### config.mk
export PLATFORM = sky130hd
export DESIGN_NAME = i2s_mic_receiver_flat
export DESIGN_NICKNAME = d
export VERILOG_FILES = /design/src/rtl/i2s_mic_receiver_if.sv /design/src/rtl/i2s_mic_receiver.sv /design/src/flat_wrapper.sv
export SDC_FILE = /design/constraint.sdc
export NUM_CORES = 1
export LEC_CHECK = 0
export ABC_CLOCK_PERIOD_IN_PS = 17200
export CORE_UTILIZATION = 50
export CTS_CLUSTER_DIAMETER = 30
export DETAILED_ROUTE_END_ITERATION = 6
export GPL_TIMING_DRIVEN = 0
export PLACE_DENSITY = 0.67
export SYNTH_ARGS = -nofsm -noshare
export SYNTH_HDL_FRONTEND = slang
export SYNTH_SLANG_ARGS = --single-unit
### constraint.sdc
create_clock -name clk27 -period 17.2 [get_ports clk27]
set_clock_uncertainty 0.1 [all_clocks]
set_input_delay 2.58 -clock clk27 [delete_from_list [all_inputs] [get_ports clk27]]
set_output_delay 2.58 -clock clk27 [all_outputs]
set_load 0.03 [all_outputs]
### src/rtl/i2s_mic_receiver_if.sv
// Frame stream from the I2S microphone receiver to its consumers.
//   sample_valid : head frame present (producer -> consumer)
//   sample_ready : consumer accepts the head frame (consumer -> producer)
//   sample_left  : head-frame left channel
//   sample_right : head-frame right channel
// master = producer (receiver), slave = consumer.
interface i2s_mic_receiver_if #(
    parameter int SAMPLE_W = 16
);
    logic                sample_valid;
    logic                sample_ready;
    logic [SAMPLE_W-1:0] sample_left;
    logic [SAMPLE_W-1:0] sample_right;

    modport master (
        output sample_valid,
        output sample_left,
        output sample_right,
        input  sample_ready
    );

    modport slave (
        input  sample_valid,
        input  sample_left,
        input  sample_right,
        output sample_ready
    );
endinterface

### src/rtl/i2s_mic_receiver.sv
// I2S microphone receiver: deserialises an asynchronous I2S stream into
// left-aligned SAMPLE_W-bit stereo frames in the clk27 domain and queues
// them in a small frame FIFO.
//   clk27       : system clock, rising edge
//   hw_reset    : asynchronous active-high reset
//   enable      : capture enable; low forces resync and stops pushes
//   mic_bclk    : I2S bit clock (async, <= clk27/6)
//   mic_lrck    : I2S word select (async), 0 = left, 1 = right
//   mic_data    : I2S serial data (async)
//   clear_flags : synchronous clear of the sticky flags
//   overflow    : sticky, a frame was dropped on a full FIFO
//   short_word  : sticky, a word had fewer than SAMPLE_W bits
//   smp         : frame stream (valid/ready, left, right)
//
// state      | meaning
// -----------+-----------------------------------------------------------
// ST_SYNC    | waiting for a left-word start (lrck 1 -> 0), nothing shifts
// ST_CAPTURE | shifting bits into the current word, pushing frames
module i2s_mic_receiver #(
    parameter int SAMPLE_W   = 16,
    parameter int FIFO_DEPTH = 4,
    parameter int PTR_W      = 2
) (
    input  logic clk27,
    input  logic hw_reset,
    input  logic enable,
    input  logic mic_bclk,
    input  logic mic_lrck,
    input  logic mic_data,
    input  logic clear_flags,
    output logic overflow,
    output logic short_word,
    i2s_mic_receiver_if.master smp
);

    localparam int CNT_W = $clog2(SAMPLE_W + 1);
    localparam logic [CNT_W-1:0] FULL_CNT  = CNT_W'(SAMPLE_W);
    localparam logic [PTR_W:0]   DEPTH_CNT = (PTR_W + 1)'(FIFO_DEPTH);

    typedef enum logic {ST_SYNC, ST_CAPTURE} state_t;

    // Synchronisers; bclk carries a third stage for edge detection.
    logic [2:0] bclk_q;
    logic [1:0] lrck_q;
    logic [1:0] data_q;
    logic       be;
    logic       lrck_s;
    logic       data_s;

    always_ff @(posedge clk27 or posedge hw_reset) begin
        if (hw_reset) begin
            bclk_q <= '0;
            lrck_q <= '0;
            data_q <= '0;
        end else begin
            bclk_q <= {bclk_q[1:0], mic_bclk};
            lrck_q <= {lrck_q[0], mic_lrck};
            data_q <= {data_q[0], mic_data};
        end
    end

    assign be     = bclk_q[1] & ~bclk_q[2];
    assign lrck_s = lrck_q[1];
    assign data_s = data_q[1];

    state_t               state_q;
    logic                 lr_prev_q;   // lr_d: channel owning the bit sampled now
    logic                 lr_prev2_q;  // lr_dd: channel of the previous bit
    logic [CNT_W-1:0]     bit_cnt_q;
    logic [SAMPLE_W-1:0]  sh_q;
    logic [SAMPLE_W-1:0]  left_q;
    logic                 push_q;
    logic [SAMPLE_W-1:0]  push_l_q;
    logic [SAMPLE_W-1:0]  push_r_q;
    logic                 short_q;
    logic                 boundary;
    logic [SAMPLE_W-1:0]  aligned;

    assign boundary = lr_prev_q != lr_prev2_q;
    // Short words sit in the low bits of the shifter; move them to the MSBs.
    assign aligned  = sh_q << (FULL_CNT - bit_cnt_q);

    always_ff @(posedge clk27 or posedge hw_reset) begin
        if (hw_reset) begin
            state_q    <= ST_SYNC;
            lr_prev_q  <= 1'b0;
            lr_prev2_q <= 1'b0;
            bit_cnt_q  <= '0;
            sh_q       <= '0;
            left_q     <= '0;
            push_q     <= 1'b0;
            push_l_q   <= '0;
            push_r_q   <= '0;
            short_q    <= 1'b0;
        end else begin
            push_q <= 1'b0;
            if (clear_flags) begin
                short_q <= 1'b0;
            end
            if (be) begin
                lr_prev_q  <= lrck_s;
                lr_prev2_q <= lr_prev_q;
            end
            if (!enable) begin
                state_q   <= ST_SYNC;
                bit_cnt_q <= '0;
                sh_q      <= '0;
            end else if (be) begin
                case (state_q)
                    ST_SYNC: begin
                        if (lr_prev2_q && !lr_prev_q) begin
                            state_q   <= ST_CAPTURE;
                            sh_q      <= {{(SAMPLE_W-1){1'b0}}, data_s};
                            bit_cnt_q <= CNT_W'(1);
                        end
                    end
                    ST_CAPTURE: begin
                        if (boundary) begin
                            if (bit_cnt_q < FULL_CNT) begin
                                short_q <= 1'b1;
                            end
                            if (!lr_prev2_q) begin
                                left_q <= aligned;
                            end else begin
                                push_q   <= 1'b1;
                                push_l_q <= left_q;
                                push_r_q <= aligned;
                            end
                            sh_q      <= {{(SAMPLE_W-1){1'b0}}, data_s};
                            bit_cnt_q <= CNT_W'(1);
                        end else if (bit_cnt_q < FULL_CNT) begin
                            sh_q      <= {sh_q[SAMPLE_W-2:0], data_s};
                            bit_cnt_q <= bit_cnt_q + 1'b1;
                        end
                    end
                    default: state_q <= ST_SYNC;
                endcase
            end
        end
    end

    // Frame FIFO
    logic [2*SAMPLE_W-1:0] mem_q [FIFO_DEPTH];
    logic [PTR_W-1:0]      wr_ptr_q;
    logic [PTR_W-1:0]      rd_ptr_q;
    logic [PTR_W:0]        count_q;
    logic [PTR_W:0]        count_d;
    logic                  overflow_q;
    logic                  full;
    logic                  pop;
    logic                  do_write;
    logic                  ovf_set;

    assign full     = count_q == DEPTH_CNT;
    assign pop      = smp.sample_valid & smp.sample_ready;
    // A pop in the same cycle frees the slot the push needs.
    assign do_write = push_q & (~full | pop);
    assign ovf_set  = push_q & full & ~pop;

    always_comb begin
        count_d = count_q;
        if (do_write && !pop) begin
            count_d = count_q + 1'b1;
        end else if (!do_write && pop) begin
            count_d = count_q - 1'b1;
        end
    end

    always_ff @(posedge clk27 or posedge hw_reset) begin
        if (hw_reset) begin
            for (int i = 0; i < FIFO_DEPTH; i++) begin
                mem_q[i] <= '0;
            end
            wr_ptr_q   <= '0;
            rd_ptr_q   <= '0;
            count_q    <= '0;
            overflow_q <= 1'b0;
        end else begin
            if (do_write) begin
                mem_q[wr_ptr_q] <= {push_l_q, push_r_q};
                wr_ptr_q        <= wr_ptr_q + 1'b1;
            end
            if (pop) begin
                rd_ptr_q <= rd_ptr_q + 1'b1;
            end
            count_q <= count_d;
            if (ovf_set) begin
                overflow_q <= 1'b1;
            end else if (clear_flags) begin
                overflow_q <= 1'b0;
            end
        end
    end

    assign smp.sample_valid = count_q != '0;
    assign {smp.sample_left, smp.sample_right} = mem_q[rd_ptr_q];
    assign overflow   = overflow_q;
    assign short_word = short_q;

endmodule

### src/flat_wrapper.sv
// flat-port wrapper written by rule: the top's interface ports become plain ports
module i2s_mic_receiver_flat 
#(
    parameter int SAMPLE_W   = 16,
    parameter int FIFO_DEPTH = 4,
    parameter int PTR_W      = 2
)
  (clk27, hw_reset, enable, mic_bclk, mic_lrck, mic_data, clear_flags, overflow, short_word, smp_sample_valid, smp_sample_left, smp_sample_right, smp_sample_ready);
  i2s_mic_receiver_if #(.SAMPLE_W(SAMPLE_W)) smp_i ();
  input  logic clk27;
  input  logic hw_reset;
  input  logic enable;
  input  logic mic_bclk;
  input  logic mic_lrck;
  input  logic mic_data;
  input  logic clear_flags;
  output logic overflow;
  output logic short_word;
  output wire logic [$bits(smp_i.sample_valid)-1:0] smp_sample_valid;
  output wire logic [$bits(smp_i.sample_left)-1:0] smp_sample_left;
  output wire logic [$bits(smp_i.sample_right)-1:0] smp_sample_right;
  input wire logic [$bits(smp_i.sample_ready)-1:0] smp_sample_ready;
  assign smp_sample_valid = smp_i.sample_valid;
  assign smp_sample_left = smp_i.sample_left;
  assign smp_sample_right = smp_i.sample_right;
  assign smp_i.sample_ready = smp_sample_ready;
  i2s_mic_receiver #(.SAMPLE_W(SAMPLE_W), .FIFO_DEPTH(FIFO_DEPTH), .PTR_W(PTR_W)) u_core (.clk27(clk27), .hw_reset(hw_reset), .enable(enable), .mic_bclk(mic_bclk), .mic_lrck(mic_lrck), .mic_data(mic_data), .clear_flags(clear_flags), .overflow(overflow), .short_word(short_word), .smp(smp_i));
endmodule
---- Yosys cells after proc, flatten, opt, wreduce, memory -nomap -nowiden ----
Cells that the tools add are included.
W data, S select, Z words.
storage, ports and cells
  word-level logic and storage cells ...... 100
  register bits after elaboration ......... 217
  ROM bits ................................ 0
  output and inout port bits .............. 35
  input port bits ......................... 8
  RAM bits ................................ 0
  memories kept ........................... 0
  bits in latches ......................... 0
operators by class
  muxes and demuxes ....................... 37
  div/mod/pow operators ................... 0
  $lt $le $gt $ge ......................... 4
  add/sub/neg operators ................... 6
  multipliers ............................. 0
  bitwise operators ....................... 13
  equality and inequality tests ........... 5
  shift operators ......................... 1
  reductions and logical operators ........ 13
operators by type and width
  kind                   count
  $bwmux W128            1
  $mux W32               3
  $mux W16               5
  $bmux W32 S2           1
  $demux W32 S2          1
  $pmux W16 S2           1
  $mux W5                5
  $mux W1                17
  $shl A16 B5 Y16        1
  $pmux W5 S2            1
  $reduce_and A5 Y1      2
  $ge A3 B3 Y1 const B   2
  $mux W3                2
  $not A2 Y3             2
  $add A5 B1 Y5 const B  1
  $and A1 B1 Y1          5
  $lt A5 B5 Y1 const B   1
  $not A1 Y1             5
  $sub A5 B5 Y5 const A  1
  $add A2 B1 Y2 const B  2
  $logic_and A1 B1 Y1    4
  $ne A4 B4 Y1 const B   1
  $reduce_bool A2 Y1     2
  $add A3 B1 Y3 const B  1
  10 further kinds       12

---- Longest topological paths before layout ----
Gate-level depths: netlist of run 1.
  word-level depth ........................ 8
  mapped depth ............................ 11
  mapped depth without buffers ............ 8

---- Worst setup path after synthesis of run 1 ----
Ideal clock, no wire load.
  kind .................................... input to register
  start point ............................. in smp_sample_ready
  end point ............................... reg u_core.count_q[1]
  stages on the path ...................... 7
  arrival time ............................ 4.070 ns
  data required time ...................... 16.975 ns
  library setup time ...................... 0.125 ns
  slack ................................... 12.905 ns
  buffers on the path ..................... 1
  cell sequence ........................... nor4b_1 > nor2b_1 > clkbuf_1 > ha_1 > inv_1 > fa_1 > mux2_2
on the way
  elaborated cells on any way between the ends .. 9
  those cells by class .................... mux: 1; bitwise: 3; reduce/logical: 5
RTL lines
  item                   RTL line                 text
  start, declared        flat_wrapper.sv:22       input wire logic [$bits(smp_i.sample_ready)-1:0] smp_sample_ready;
  $and A1 B1 Y1          i2s_mic_receiver.sv:155  assign pop = smp.sample_valid & smp.sample_ready;
  $or A1 B1 Y1           i2s_mic_receiver.sv:157  assign do_write = push_q & (~full | pop);
  $and A1 B1 Y1          i2s_mic_receiver.sv:157
  via u_core.do_write    i2s_mic_receiver.sv:151  logic do_write;
  $logic_and A1 B1 Y1    i2s_mic_receiver.sv:162  if (do_write && !pop) begin
  $mux W3                i2s_mic_receiver.sv:162
  via u_core.count_d[1]  i2s_mic_receiver.sv:147  logic [PTR_W:0] count_d;
  end signal, assigned   i2s_mic_receiver.sv:186  count_q <= count_d;
  end, declared          i2s_mic_receiver.sv:146  logic [PTR_W:0] count_q;
The timed path passes the listed nets, and every way through them passes these cells.
A chain may end at the register's enable or synchronous reset.

---- Worst setup path in the final report of run 1 ----
  start point ............................. reg u_core.rd_ptr_q[0]
  end point ............................... out smp_sample_right[10]
on the way
  cells in the longest elaborated chain, start to end .. 4
RTL lines
  item                                          RTL line                 text
  start, declared                               i2s_mic_receiver.sv:145  logic [PTR_W-1:0] rd_ptr_q;
  start signal, assigned                        i2s_mic_receiver.sv:184  rd_ptr_q <= rd_ptr_q + 1'b1;
  $not A2 Y3 (not written as such)              i2s_mic_receiver.sv:196  assign {smp.sample_left, smp.sample_right} = mem_q[rd_ptr_q];
  $bmux W32 S2                                  i2s_mic_receiver.sv:196
  $mux W32 (not written as such) (2 in series)  i2s_mic_receiver.sv:196
  end, declared                                 flat_wrapper.sv:21       output wire logic [$bits(smp_i.sample_right)-1:0] smp_sample_right;
No other way between the ends. The select of a mux whose other input is x is not followed.

==> results of run 1 <==
[kinds of logic after synthesis]
| logic type | Yosys count | synth area share, % |
|---|---|---|
| compound gates | 70 | 4.70 |
| xor+xnor | 7 | 0.616 |
| fa+ha+maj | 11 | 1.46 |
| buf+inv | 66 | 2.85 |
| flops | 217 | 54.6 |
| mux | 209 | 28.3 |
| simple gates | 163 | 7.49 |
[registers in the layout, indices dropped and copies added, names as in the netlist, 3 cells and up]
name / flops
u_core.push_r_q: 16
u_core.bclk_q: 3
u_core.sh_q: 16
u_core.push_l_q: 16
u_core.mem_q: 128
u_core.count_q: 3
u_core.bit_cnt_q: 5
u_core.left_q: 16
[layout make-up]
class                      count  area (µm²)  share of cell area, %
clock inverter                22         248                   2.01
buffer                        48         216                   1.76
timing repair buffer          43         448                   3.64
multi-input combinational    460        4240                   34.5
sequential                   217        5430                   44.2
inverter                      18        75.1                  0.611
clock buffer                  61        1310                   10.6
tap                          265         332                   2.70
[per-layer routing]
layer,share of wire [%],up-vias,global-route usage [%]
li1,-,2895,-
met1,43,3364,30.8
met2,50,135,39.4
met3,4.1,40,4.29
met4,2.4,0,9.28
met5,0,-,0
[worst paths after layout]
check	start	to	slack [ns]	depth (start not counted)
min in group asynchronous	hw_reset	u_core.overflow	2.50	2
max reg2reg	u_core.bit_cnt_q[0]	u_core.push_r_q[13]	13.88	10
max	u_core.rd_ptr_q[0]	smp_sample_right[10]	11.50	4
min	u_core.bclk_q[0]	u_core.bclk_q[1]	0.24	0
min reg2reg	u_core.bclk_q[0]	u_core.bclk_q[1]	0.24	0
max in group asynchronous	hw_reset	u_core.mem_q[47]	13.44	3
[synth_stat cells (all sizes together), types with 10 or more instances]
master,instances,area (µm²)
nand3,26,130
nand2,92,345
mux2i,14,140
ha,10,125
inv,17,63.8
mux4,43,968
mux2,152,1710
buf,25,130
dfrtp,217,5430
o21ai,19,95.1
clkbuf,23,86.3
o211ai,14,105
[stage by stage]
stage	std cells	setup WS [ns]	hold WS (ns)
3_5_place_dp	1051	11.60	0.240
4_1_cts	1134	11.39	0.250
6_report	1134	11.50	0.245
5_1_grt	1134	11.29	0.257
2_1_floorplan	743	8.58	0.231
3_3_place_gp	1050	6.50	0.236
[power by group through the flow]
stage / Clock, µW / Sequential [µW] / Combinational (µW)
finish: 863 / 531 / 164
detailed placement: 0 / 539 / 168
global route: 904 / 532 / 181
global placement: 0 / 538 / 161
CTS: 877 / 531 / 168
floorplan: 0 / 536 / 123
==> run metrics, run 1 <==
status finished clean; CP endpoint kind output port; core box area 19500 µm²; Slew Limit Fails 0; initial antenna violation count 0; CP startpoint kind flip-flop; worst min path class flip-flop to flip-flop; Slew HR 32.4%; Buf+Inv Stages, Crit Path 3; worst path cell trace clkbuf_1 > buf_2 > mux4_2 > clkdlybuf4s50_1; fin area 12300 µm²; distinct cell type count after synthesis 49; Layout area overhead 23.5%; Clock power frac 55.4%; sequential fraction of design power 34.1%; PortBufs 42; largest net degree at the start of global routing 117; Reg clk slew, reported paths 0.04 ns; share of layout cells above drive strength 1 35.0%; clk_lat worst skew 0.52 ns; die span in y 143 µm; Num CTS Buffers 45; Logic pwr share 10.5%; # setup viols final 0; Slowest cell on crit path clkdlybuf4s50_1; internal power 1180 µW; Leak 0.00581 µW; Tcrit/Tclk final 33.2%; Clock Path Buffers 3; nets 852; Max-Cap Viols 0; CP max stage delay 0.62 ns; Max rail drop VDD 0.0802 mV; DP HPWL 14800 µm; CP Data Arrival Time 3.02 ns; clk sinks 217; die footprint 20500 µm²; Site Rows 51; root buf cell clkbuf_16; Global Route Usage Sum 23.7%; cells after synthesis 743; Psw 381 µW; crit path time final 5.70 ns; post-synthesis sequential area ratio 54.6%; vias in the first global route 6985; syn nets 762; initial core utilization 51.1%; # diodes 0; Achievable Freq 175 MHz; Crit path required time 14.52 ns; vias 6434; family with the most delay on the worst path buffers and inverters; DRT Wirelength 22200 µm; number of flops mapped to enable cells by yosys 0; drt drc 0; Final Wtd Congestion 0.895; initial DRC count 299; Horiz. Die Dim 143 µm; first-pass GRT wire length 37100 µm; WS Path Type flip-flop to output port; Synth Register Bits 217; share of synthesized flip-flops with an asynchronous set or reset 100%; Post-CTS Hold Fix Bufs 0; Yosys Warn Count 0; # resized after CTS 0; Main synth FF type dfrtp_1; final total power 1560 µW; PwrDens 127 nW/µm²; DR pass1 iterations 4; Syn Area/Cell 13.4 µm²; htree depth 2; total negative slack 0 ns; io pins 43; routed length per instance 19.6 µm; # fillers 1471; most frequent cells in the layout dfrtp_1, mux2_2, nand2_1; sw frac 24.4%; Util after Layout 63.2%; number of routed nets with antenna violations 0; Worst-Margin Slew 1.00 ns; Placement Cell Area 10700 µm²; post-synthesis cell area 9950 µm²; maximum fanout along the worst path 10; RSZ-0062 raised after global routing false; routed vias/inst 5.67; GR Overflow Total 0; TritonCTS clock tree built; post-CTS setup buffer count 0; final hold violation count 0; commonest non-fill, non-tap cell in the layout dfrtp_1
Note: power is estimated with default switching activity, not from simulation.
==> run 2: changes to the inputs <==
- ABC_CLOCK_PERIOD_IN_PS: 17200 -> 4750
- PLACE_DENSITY: 0.67 -> 0.69
- clock period: 17.2 -> 4.75 ns (I/O delays scaled with it)
==> run 2 against run 1 <==
Setup slack got worse by 11 ns. Sequential power grew to 3.6 times the previous value. Cell area increased by 0.10%. Combinational power rose to 3.6 times the previous value. Sequential cell count is the same.
==> run metrics, run 2 (synthesized netlist as in run 1, its figures left out) <==
WHS 0.246 ns; clk_lat worst skew 0.54 ns; clk sinks 217; Achievable Freq 262 MHz; Tcrit/Tclk final 80.3%; Reg clk slew, reported paths 0.05 ns; die span in y 143 µm; htree depth 2; root buf cell clkbuf_16; most frequent cells in the layout dfrtp_1, mux2_2, nand2_1; die footprint 20500 µm²; Top Usage Layer GRT met2; non-filler cells, final 1136; GR Layer Usage met1 30.1%; initial DRC count 308; Site Rows 51; slack of the worst reg-to-reg path 1.40 ns; initial core utilization 51.1%; largest net degree at the start of global routing 47; share of layout cells above drive strength 1 35.0%; Slew HR 36.1%; DR pass1 iterations 5; TritonCTS clock tree built; worst r2r src u_core.bit_cnt_q[0]; final hold violation count 0; Max rail drop VDD 0.307 mV; routed vias/inst 5.65; DP HPWL 15200 µm; Num CTS Buffers 44; vias in the first global route 7070; CP Data Arrival Time 3.00 ns; Reg2Reg Depth 9; Clock Path Buffers 3; routed length per instance 19.5 µm; total negative slack 0 ns; number of flip-flops in the largest register 128; placed insts 1055; R2R Path End u_core.push_r_q[13]; crit path time final 3.81 ns; Crit path required time 3.94 ns; worst hold stages 0; Leak 0.00581 µW; initial antenna violation count 0; vias 6416; worst setup path start u_core.rd_ptr_q[0]; GRT met2 Usage 38.6%; Final Wtd Congestion 0.888; drt drc 0; first-pass GRT wire length 36900 µm; Horiz. Die Dim 143 µm; maximum fanout along the worst path 10; core box area 19500 µm²; PortBufs 42; Worst-Margin Slew 0.952 ns; status finished clean; # fillers 1470; CP startpoint kind flip-flop; number of routed nets with antenna violations 0; CP endpoint kind output port; worst min path class flip-flop to flip-flop; Global Route Usage Sum 23.4%; Layout area overhead 23.7%; PwrDens 449 nW/µm²; post-CTS setup buffer count 0; commonest non-fill, non-tap cell in the layout dfrtp_1; nets 855; # setup viols final 0; io pins 43; # diodes 0; WS Path Type flip-flop to output port; final total power 5530 µW; # resized after CTS 0; GR Overflow Total 0; DRT Wirelength 22100 µm; RSZ-0062 raised after global routing false; Max-Cap Viols 0; CP endpoint smp_sample_right[12]; Post-CTS Hold Fix Bufs 0; largest reg by FF count u_core.mem_q; Slew Limit Fails 0; M3 GR Usage 4.63%
## run 2: changes by cell type in the layout (fill, tap and decap cells not counted)
| cell | before | now |
|---|---|---|
| clkinv_16 | 0 | 1 |
| inv_8 | 1 | 0 |
| inv_6 | 1 | 3 |
| clkbuf_1 | 28 | 29 |
| clkbuf_16 | 46 | 44 |
| clkbuf_8 | 10 | 8 |
| inv_16 | 0 | 1 |
| clkinv_8 | 1 | 0 |
| buf_12 | 0 | 5 |
| buf_16 | 1 | 0 |
| bufinv_16 | 4 | 3 |
| clkinv_4 | 2 | 3 |
| clkinv_2 | 8 | 7 |
## run 2: worst max-delay path, stage by stage, from the launching register on
cell             delay, ns
dfrtp_1               0.33
clkbuf_1              0.45
buf_2                 0.48
mux4_2                0.59
clkdlybuf4s50_1       0.61
## run 2: area by class of cell
cell class | count | area [µm²] | area share (%)
Sequential cell | 217 | 5430 | 44.1
Multi-Input combinational cell | 460 | 4240 | 34.4
Clock buffer | 58 | 1230 | 10.0
Timing Repair Buffer | 47 | 520 | 4.23
Tap cell | 265 | 332 | 2.69
Clock inverter | 23 | 265 | 2.15
Buffer | 48 | 216 | 1.76
Inverter | 18 | 71.3 | 0.579
## run 2: metal layers
layer / wire [µm] / vias up
li1: - / 2890
met1: 9550 / 3324
met2: 11000 / 154
met3: 824 / 48
met4: 705 / 0
met5: 0 / -
## run 2: per-stage QoR
stage	area (µm²)	utilization (%)	worst slack (ns)
floorplan	9960	-	1.11
global route	12300	63.2	0.786
finish	12300	63.2	0.937
CTS	12300	63.2	0.865
global placement	10700	55.0	-0.230
detailed placement	10800	55.5	1.44
## run 2: report_power, final
part | internal, µW | switching (µW) | leakage [µW] | total, µW
clock | 2000 | 1010 | 0.000724 | 3020
combinational | 240 | 350 | 0.00210 | 590
sequential | 1890 | 30.5 | 0.00299 | 1920
## run 2: worst min path at each step
stage                  endpoint        startpoint  slack [ns]
6_report       u_core.data_q[1]  u_core.data_q[0]        0.25
2_1_floorplan  u_core.bclk_q[1]  u_core.bclk_q[0]        0.23
3_5_place_dp   u_core.data_q[1]  u_core.data_q[0]        0.24
4_1_cts        u_core.data_q[1]  u_core.data_q[0]        0.25
5_1_grt        u_core.data_q[1]  u_core.data_q[0]        0.26
3_3_place_gp   u_core.lrck_q[1]  u_core.lrck_q[0]        0.23
